## src/rtl/pll_reset_sequencer.sv

```systemverilog
// rtl/pll_reset_sequencer.sv - PLL lock qualification and synchronous core reset release
// Define PLL_RST_LOCK_LOSS_CNT_EN to build the saturating lock-loss counter.
module pll_reset_sequencer #(
  parameter int SYNC_STAGES        = 2,
  parameter int LOCK_STABLE_CYCLES = 1024,
  parameter int RESET_HOLD_CYCLES  = 16,
  parameter int CNT_W              = 16,
  parameter int LOSS_CNT_W         = 8
) (
  input  logic                  CLK,
  input  logic                  RST_N,
  input  logic                  locked,
  input  logic                  soft_rst_req,
  output logic                  rst_n_out,
  output logic                  ready,
  output logic [1:0]            state,
  output logic [LOSS_CNT_W-1:0] lock_loss_count
);

  typedef enum logic [1:0] {
    WAIT_LOCK = 2'd0,
    STABILIZE = 2'd1,
    HOLD      = 2'd2,
    RUN       = 2'd3
  } state_e;

  localparam logic [CNT_W-1:0] STABLE_LAST = CNT_W'(LOCK_STABLE_CYCLES - 1);
  localparam logic [CNT_W-1:0] HOLD_LAST   = CNT_W'(RESET_HOLD_CYCLES - 1);

  state_e                 state_q, state_d;
  logic [CNT_W-1:0]       cnt_q, cnt_d;
  logic [SYNC_STAGES-1:0] sync_q, sync_d;
  logic                   rst_n_out_q, rst_n_out_d;
  logic                   locked_s;

  assign locked_s = sync_q[SYNC_STAGES-1];

  always_comb begin
    sync_d  = {sync_q[SYNC_STAGES-2:0], locked};
    state_d = state_q;
    cnt_d   = cnt_q;
    case (state_q)
      WAIT_LOCK: begin
        cnt_d = '0;
        if (locked_s) state_d = STABILIZE;
      end
      STABILIZE: begin
        // Any dropout restarts qualification from scratch.
        if (!locked_s) begin
          state_d = WAIT_LOCK;
          cnt_d   = '0;
        end else if (cnt_q == STABLE_LAST) begin
          state_d = HOLD;
          cnt_d   = '0;
        end else begin
          cnt_d = cnt_q + CNT_W'(1);
        end
      end
      HOLD: begin
        if (!locked_s) begin
          state_d = WAIT_LOCK;
          cnt_d   = '0;
        end else if (soft_rst_req) begin
          cnt_d = '0;
        end else if (cnt_q == HOLD_LAST) begin
          state_d = RUN;
          cnt_d   = '0;
        end else begin
          cnt_d = cnt_q + CNT_W'(1);
        end
      end
      RUN: begin
        cnt_d = '0;
        if (!locked_s) begin
          state_d = WAIT_LOCK;
        end else if (soft_rst_req) begin
          state_d = HOLD;
        end
      end
      default: begin
        state_d = WAIT_LOCK;
        cnt_d   = '0;
      end
    endcase
    // Registered from the next state so the core reset is glitch-free and aligned with state.
    rst_n_out_d = (state_d == RUN);
  end

  always_ff @(posedge CLK or negedge RST_N) begin
    if (!RST_N) begin
      state_q     <= WAIT_LOCK;
      cnt_q       <= '0;
      sync_q      <= '0;
      rst_n_out_q <= 1'b0;
    end else begin
      state_q     <= state_d;
      cnt_q       <= cnt_d;
      sync_q      <= sync_d;
      rst_n_out_q <= rst_n_out_d;
    end
  end

  assign state     = state_q;
  assign rst_n_out = rst_n_out_q;
  assign ready     = rst_n_out_q;

`ifdef PLL_RST_LOCK_LOSS_CNT_EN
  logic [LOSS_CNT_W-1:0] loss_q, loss_d;

  always_comb begin
    loss_d = loss_q;
    if (state_q == RUN && !locked_s && loss_q != {LOSS_CNT_W{1'b1}}) begin
      loss_d = loss_q + LOSS_CNT_W'(1);
    end
  end

  always_ff @(posedge CLK or negedge RST_N) begin
    if (!RST_N) loss_q <= '0;
    else        loss_q <= loss_d;
  end

  assign lock_loss_count = loss_q;
`else
  assign lock_loss_count = '0;
`endif

endmodule

```

## config.mk

```make
export PLATFORM = sky130hd
export DESIGN_NAME = pll_reset_sequencer
export DESIGN_NICKNAME = d
export VERILOG_FILES = /design/src/rtl/pll_reset_sequencer.sv
export SDC_FILE = /design/constraint.sdc
export NUM_CORES = 1
export LEC_CHECK = 0
export BUFFER_PORTS_ARGS = -buffer_cell sky130_fd_sc_hd__buf_2
export CAP_MARGIN = 5
export CORE_MARGIN = 3
export CORE_UTILIZATION = 45
export CTS_CLUSTER_DIAMETER = 50
export DETAILED_ROUTE_END_ITERATION = 10
export PLACE_DENSITY = 0.63
export SLEW_MARGIN = 30
export SYNTH_ARGS = -nofsm -noshare
export SYNTH_HDL_FRONTEND = slang
export SYNTH_SLANG_ARGS = --single-unit
```

## constraint.sdc

```tcl
create_clock -name CLK -period 2.4 [get_ports CLK]
set_input_delay 0.12 -clock CLK [delete_from_list [all_inputs] [get_ports CLK]]
set_output_delay 0.12 -clock CLK [all_outputs]
set_load 0.02 [all_outputs]
```

Word level (Yosys, flattened, before mapping)
Index checks and enable logic that the tools add are counted.
{ "classes": {"n_reduce_logical": 2, "eq_ne": 6, "n_addsub": 1, "muxes": 15} }
{ "op_table": {"columns": ["op", "n"], "rows": [
  ["16-bit 2-to-1 mux", 5],
  ["16-bit one-hot mux with 3 select lines", 1],
  ["16-bit by 1-bit adder with 16-bit output (second input constant)", 1],
  ["16-bit by 10-bit equality test with 1-bit output (second input constant)", 1],
  ["16-bit by 4-bit equality test with 1-bit output (second input constant)", 1],
  ["2-bit 2-to-1 mux", 8],
  ["2-bit one-hot mux with 4 select lines", 1],
  ["2-bit equality test (second input constant)", 3],
  ["2-bit by 1-bit equality test with 1-bit output (second input constant)", 1],
  ["2-bit zero test", 1],
  ["2-bit OR reduction", 1]
]} }
{ "word_totals": {"ff_bits": 21, "inputBits": 4, "elab_cells": 28, "out_inout_bits": 12} }

Longest topological paths before layout
Gate-level depths: netlist of the first run.
{ "logic_depth": {"depth_word": 6, "depth_mapped": 7, "mapped_depth_nobuf": 5} }

Worst setup path after synthesis of the first run
No wires, ideal clock.
{ "synth_timing": {"kind": "reg2reg", "start": "register cnt_q[0]", "end": "register cnt_q[0]", "required_time_ns": 2.323, "period_less_slack_ns": 1.784, "stages_incl_launch_ff": 8, "path_buffers": 2, "setup_time_ns": 0.077, "slack_ns": 0.616, "t_arrival_ns": 1.707, "cell_sequence": "dfrtp_1 -> ha_1 -> and3_1 -> and4_1 -> or3_1 -> buf_2 -> buf_6 -> a21oi_1"} }
{ "synth_between": {"elab_chain_len": 5, "word_cells_on_any_way": 9, "cone_classes": "add/sub: 1; eq/ne: 2; mux: 6"} }
{ "synth_rtl": {"columns": ["element", "line_no", "text"], "rows": [
  ["start, declared", "31", "logic [CNT_W-1:0] cnt_q, cnt_d;"],
  ["start signal, assigned", "97", "cnt_q <= cnt_d;"],
  ["16-bit by 1-bit adder with 16-bit output / 16-bit by 4-bit equality test with 1-bit output (equally long branches)", "56, 69, 65", null],
  ["16-bit 2-to-1 mux", "65", "end else if (cnt_q == HOLD_LAST) begin"],
  ["16-bit 2-to-1 mux", "63", "end else if (soft_rst_req) begin"],
  ["16-bit 2-to-1 mux", "60", "if (!locked_s) begin"],
  ["16-bit one-hot mux with 3 select lines (*)", "42", "case (state_q)"],
  ["via cnt_d[0]", "31", null]
]} }
Mark *: on every way through the listed nets, which the timed path passes. The rest lies on a longest branch.

Worst setup path after layout of the first run
{ "layout_timing": {"start": "register cnt_q[0]", "end": "register cnt_q[1]"} }
The elaborated chain is that of the path after synthesis.

==> results of run 1 <==
[power by group through the flow]
stage / combinational (uW) / sequential [uW] / clock, uW
after global placement: 30.2 / 368 / 0
after CTS: 32.8 / 362 / 179
after floorplan: 28.6 / 369 / 0
final: 32.3 / 362 / 170
after global routing: 36.1 / 363 / 190
after detailed placement: 30.3 / 369 / 0
[logic make-up (layout without fill, tap and decap cells)]
logic type / Yosys count / in the layout / share of synthesized area, %
simple gates: 33 / 33 / 18.4
compound gates: 22 / 22 / 12.5
flops: 21 / 21 / 47.7
buf+inv: 16 / 18 / 9.65
xor+xnor: 13 / 13 / 10.3
fa+ha+maj: 1 / 1 / 1.13
other cells: 1 / 8 / 0.340
[flip-flops by register name (all words and copies together), names as in the netlist]
| register | cells |
|---|---|
| cnt_q | 16 |
| state | 2 |
| sync_q | 2 |
| ready | 1 |
[metal layers]
| metal | GRT usage, % | vias to the layer above |
|---|---|---|
| li1 | - | 383 |
| met1 | 16.2 | 358 |
| met3 | 4.44 | 4 |
| met4 | 3.82 | 0 |
| met5 | 0 | - |
| met2 | 22.1 | 15 |
[Yosys cell counts, drive strengths merged]
library cell  count  area, um2
dfrtp            21        526
a21oi            14       73.8
buf              12       91.3
xnor2            11       96.3
nor4              7       43.8
nand3             5       25.0
inv               4       15.0
nand2             3       11.3
nand4             3       33.8
nor2              3       11.3
or3               3       18.8
a21boi            2       15.0
nor3              2       10.0
o21ai             2       10.0
xor2              2       17.5
a21o              1       7.51
a22oi             1       12.5
a31o              1       8.76
and2              1       6.26
and3              1       6.26
and4              1       8.76
conb              1       3.75
ha                1       12.5
nand3b            1       7.51
nor2b             1       6.26
nor3b             1       7.51
o211a             1       10.0
or2               1       6.26
[worst max path at each step]
stage          startpoint   endpoint  slack [ns]  cells after the start
2_1_floorplan    cnt_q[0]   cnt_q[0]        0.62                      7
3_3_place_gp     cnt_q[0]  cnt_q[15]        0.46                      5
3_5_place_dp     cnt_q[0]   cnt_q[1]        0.41                      5
4_1_cts          cnt_q[0]   cnt_q[1]        0.38                      5
5_1_grt          cnt_q[0]   cnt_q[6]        0.23                      5
6_report         cnt_q[0]   cnt_q[1]        0.41                      5
[layout by cell type (no fill, tap or decap), types with 2 or more instances in the layout]
| cell type | count |
|---|---|
| dfrtp_1 | 21 |
| a21oi_1 | 13 |
| xnor2_1 | 11 |
| conb_1 | 8 |
| nor4_1 | 7 |
| buf_2 | 7 |
| nand3_1 | 5 |
| inv_1 | 4 |
| nand2_1 | 3 |
| or3_1 | 3 |
| nor2_1 | 3 |
| clkbuf_4 | 3 |
| nor3_1 | 2 |
| xor2_1 | 2 |
| nand4_1 | 2 |
| o21ai_0 | 2 |
| a21boi_0 | 2 |
| dlygate4sd3_1 | 2 |
[layout make-up]
cell class                      instances  area (um2)
Multi-Input combinational cell         77         497
Timing Repair Buffer                   10        62.6
Clock buffer                            3        22.5
Fill cell                             217        1110
Inverter                                4        15.0
Tap cell                               28        35.0
Clock inverter                          1        5.00
Sequential cell                        21         526
[stage by stage]
step	power, uW	hold slack (ns)	area (um2)	setup slack [ns]
CTS	574	0.0835	1160	0.383
detailed placement	399	0.0990	1110	0.412
global placement	398	0.0945	1110	0.460
floorplan	397	-0.176	1130	0.616
finish	564	0.0916	1160	0.411
global route	589	0.108	1160	0.227
[worst min-delay path, stage by stage]
cell	delay (ns)
buf_2	0.07
nor2b_1	0.05
o211a_1	0.12
[what timing repair did]
action / CTS / global route
hold buffers: 2 / 0
resized for setup: 0 / 0
hold endpoints to repair: 22 / 0
==> impl_metrics.toml, run 1 <==
[timing]
hold_viol = 0
fmaxAchievable_mhz = 503
fin_crit_sh_pct = 82.9
tns_ns = 0
finalSetupViolations = 0
rsz0062_at_grt = "false"
slew_headroom_pct = 64.4
clock_skew_ns = 0.00596
min_period_ns = 1.99
tightest_slew_ns = 0.535
report.final.slew_viol_count = 0

[global_route]
overflow = 0
grt_max_degree = 22
grt_pass1_wl_mm = 3.32
antenna_found_initial = 0
grtUsageTotal_pct = 13.3
grt_pass1_vias = 764

[placement]
dpl.hpwl_mm = 1.34
dp_cells = 138
place.gp.congestion = 0.759
port_buffers = 7

[pwr]
pwr-share-clk_pct = 30.1
switching_power_uw = 136
p_per_area_mw_per_mm2 = 485
swShare_pct = 24.2
p_seq_share_pct = 64.2
power_frac_comb_pct = 5.7
total_leakage_power_uw = 0.000485
ir_drop_mv = 0.334
p_int_uw = 427

[finish]
nets = 122
area_growth_pct = 5.45
finalNonFillerCells = 144
utilization_pct = 51.1
drive_gt1_share_pct = 14.7
diodes = 0

[clock_tree]
numCtsBuffers = 3
clock_latency_ns = 0.31
cts_tree = "built"
path_clk_slew_ns = 0.12
numClockSinks = 21
clock_path_buffers = 2
cts_max_level = 1
cts_root_buf = "clkbuf_4"
cts_setup_buffers = 0

[routing]
top_layer_used = "met4"
routed_wirelength_mm = 1.85
drtIter0Drc = 11
via_count = 760
drc_errors = 0
via_per_inst = 5.28
detail_route.wl_per_cell_um = 12.8
wl_met3_um = 76
drtAntennaViolNets = 0
wirelength_met1_um = 870
wl_met2_um = 875
drt_pass1_iterations = 4

[floorplan]
die_y_um = 55.5
dieArea_mm2 = 0.00308
die_w_um = 55.5
initial_core_util_pct = 48.4
core-area_mm2 = 0.00228
num_rows = 17
ios = 16

[setup_path]
critPathMaxStageDelay_ns = 0.55
worst-path-buf-inv = 0
cp-start-kind = "register"
rrSetupSlack_ns = 0.41
critPathRequiredTime_ns = 2.63
critical_path_peak_fanout = 16
path_cells = "ha_1, and3_1, and4_1, or3_1, a21boi_0"
critical_path_arrival_ns = 2.22
worstSetupPathType = "register to register"
slowest_stage = "or3_1"
crit_family = "simple AND/OR/NAND/NOR gates"
reg2reg_to = "cnt_q[1]"
end_kind = "register"
reg2reg_from = "cnt_q[0]"
rr_worst_depth = 5

[synth]
synth.avg_cell_area_um2 = 10.3
synth.ff_latch_count = 21
synth_area_mm2 = 0.00110
synth_warnings = 0
synthCells = 107
synth.yosys.seq_area_share_pct = 47.7
ys_types = 32

[worst_hold_path]
whs_path_depth = 3
hold_path.class = "input port to register"
min_from = "soft_rst_req"
hold_path_end = "ready"

[outcome]
outcome = "finished, final reports clean"

[run]
cap_violations = 0
(Power assumes the default switching activity.)
==> inputs of run 2 (changes only) <==
==> constraint.sdc (replaced) <==
create_clock -name CLK -period 2.1 [get_ports CLK]
set_input_delay 0.105 -clock CLK [delete_from_list [all_inputs] [get_ports CLK]]
set_output_delay 0.105 -clock CLK [all_outputs]
set_load 0.02 [all_outputs]
==> run 2 against run 1 <==
Effect of this change: critical path depth is the same; combinational power grew 20%; clock skew shrank 0.0046 ns; highest routed layer unchanged; clock-buffer cell count grew 1.
==> impl_metrics.toml, run 2 (same netlist as run 1, synthesis figures left out) <==
[outcome]
outcome = "finished, final reports clean"

[setup_path]
critical_path_arrival_ns = 2.05
cp-start-kind = "register"
critical_path_peak_fanout = 16
end_kind = "register"
worstSetupPathType = "register to register"
critPathRequiredTime_ns = 2.33

[clock_tree]
path_clk_slew_ns = 0.11
clock_path_buffers = 2
cts_max_level = 1
numCtsBuffers = 3
cts_tree = "built"
clock_latency_ns = 0.30
cts_root_buf = "clkbuf_4"
numClockSinks = 21

[finish]
diodes = 0
area_growth_pct = 7.15
largest_reg_flops = 16
nets = 124
max_flop_register = "cnt_q"
utilization_pct = 51.9
layout.cells.most_common = "dfrtp_1"
nFillCells = 210
drive_gt1_share_pct = 16.1
finalNonFillerCells = 146
layout_common_cells = "dfrtp_1 (21), a21oi_1 (13), xnor2_1 (11), conb_1 (8)"
final_cell_area_mm2 = 0.00118

[routing]
drtAntennaViolNets = 0
drc_errors = 0
via_count = 776
drtIter0Drc = 7
via_per_inst = 5.32
routed_wirelength_mm = 1.90
detail_route.wl_per_cell_um = 13.0
drt_pass1_iterations = 4

[global_route]
grt_pass1_wl_mm = 3.39
antenna_found_initial = 0
grt_pass1_vias = 763
overflow = 0
grt_max_degree = 22
grtUsageTotal_pct = 13.7

[timing]
report.final.slew_viol_count = 0
finalSetupViolations = 0
hold_viol = 0
hold_ws_ns = 0.0756
fmaxAchievable_mhz = 550
min_period_ns = 1.82
rsz0062_at_grt = "false"
tns_ns = 0
clock_skew_ns = 0.00133
fin_crit_sh_pct = 86.5

[floorplan]
num_rows = 17
die_y_um = 55.5
dieArea_mm2 = 0.00308
initial_core_util_pct = 48.4
ios = 16
core-area_mm2 = 0.00228
die_w_um = 55.5

[placement]
dpl.hpwl_mm = 1.39
port_buffers = 7
dp_cells = 140
placed_area_mm2 = 0.00113
place.gp.congestion = 0.753

[pwr]
ir_drop_mv = 0.448
p_per_area_mw_per_mm2 = 545
total_leakage_power_uw = 0.000493

[worst_hold_path]
hold_path.class = "input port to register"

[run]
cap_violations = 0
run 2: cell types whose count changed in the layout (fill, tap and decap cells not counted):
cell,delta
buf_4,+2
clkbuf_1,+1
clkinv_2,-1
or3_1,-1
or3_4,+1
run 2: where the power goes:
| part | internal, uW | switching (uW) | leakage, uW | total (uW) |
|---|---|---|---|---|
| logic | 9.61 | 29.3 | 0.000193 | 38.9 |
| clock network | 74.2 | 117 | 0.0000150 | 191 |
| registers | 409 | 4.70 | 0.000285 | 414 |
| total | 493 | 151 | 0.000493 | 644 |
run 2: cell type report:
type,instances,area [um2],area share [%]
inverter,4,15.0,1.27
multi-input combinational,77,502,42.5
sequential,21,526,44.5
clock buffer,4,26.3,2.22
timing repair buffer,12,77.6,6.57
tap,28,35.0,2.97
run 2: path summary, 6_finish.rpt:
| kind | from | endpoint | slack (ns) | cells past startpoint |
|---|---|---|---|---|
| max in group asynchronous | RST_N | cnt_q[6] | 1.52 | 2 |
| setup reg to reg | cnt_q[0] | cnt_q[15] | 0.28 | 5 |
| hold / removal | soft_rst_req | ready | 0.08 | 3 |
| min in group asynchronous | RST_N | cnt_q[7] | 0.27 | 2 |
| setup / recovery | cnt_q[0] | cnt_q[15] | 0.28 | 5 |
| hold reg to reg | sync_q[0] | sync_q[1] | 0.36 | 0 |
run 2: what timing repair did:
| action | 4_1_cts | 5_1_grt |
|---|---|---|
| setup buffers | 0 | 0 |
| hold endpoints to repair | 22 | 0 |
| hold buffers | 2 | 0 |
| gates resized for setup | 0 | 1 |
| setup endpoints to repair | 0 | 7 |
run 2: per-stage QoR:
stage | setup slack, ns | total power (uW)
floorplan | 0.316 | 454
global placement | 0.161 | 457
detailed placement | 0.138 | 457
CTS | 0.0995 | 656
global route | 0.168 | 678
finish | 0.283 | 644
run 2: critical path: stages, from the launching register on:
cell	delay [ns]
dfrtp_1	0.43
ha_1	0.25
and3_1	0.23
and4_1	0.20
or3_4	0.43
a22oi_2	0.21
run 2: per-layer routing:
| metal | vias up | GRT usage, % | share of wire [%] |
|---|---|---|---|
| li1 | 385 | - | - |
| met1 | 376 | 18.1 | 47 |
| met2 | 11 | 21.6 | 48 |
| met3 | 4 | 4.21 | 3.6 |
| met4 | 0 | 4.17 | 1.3 |
| met5 | - | 0 | 0 |
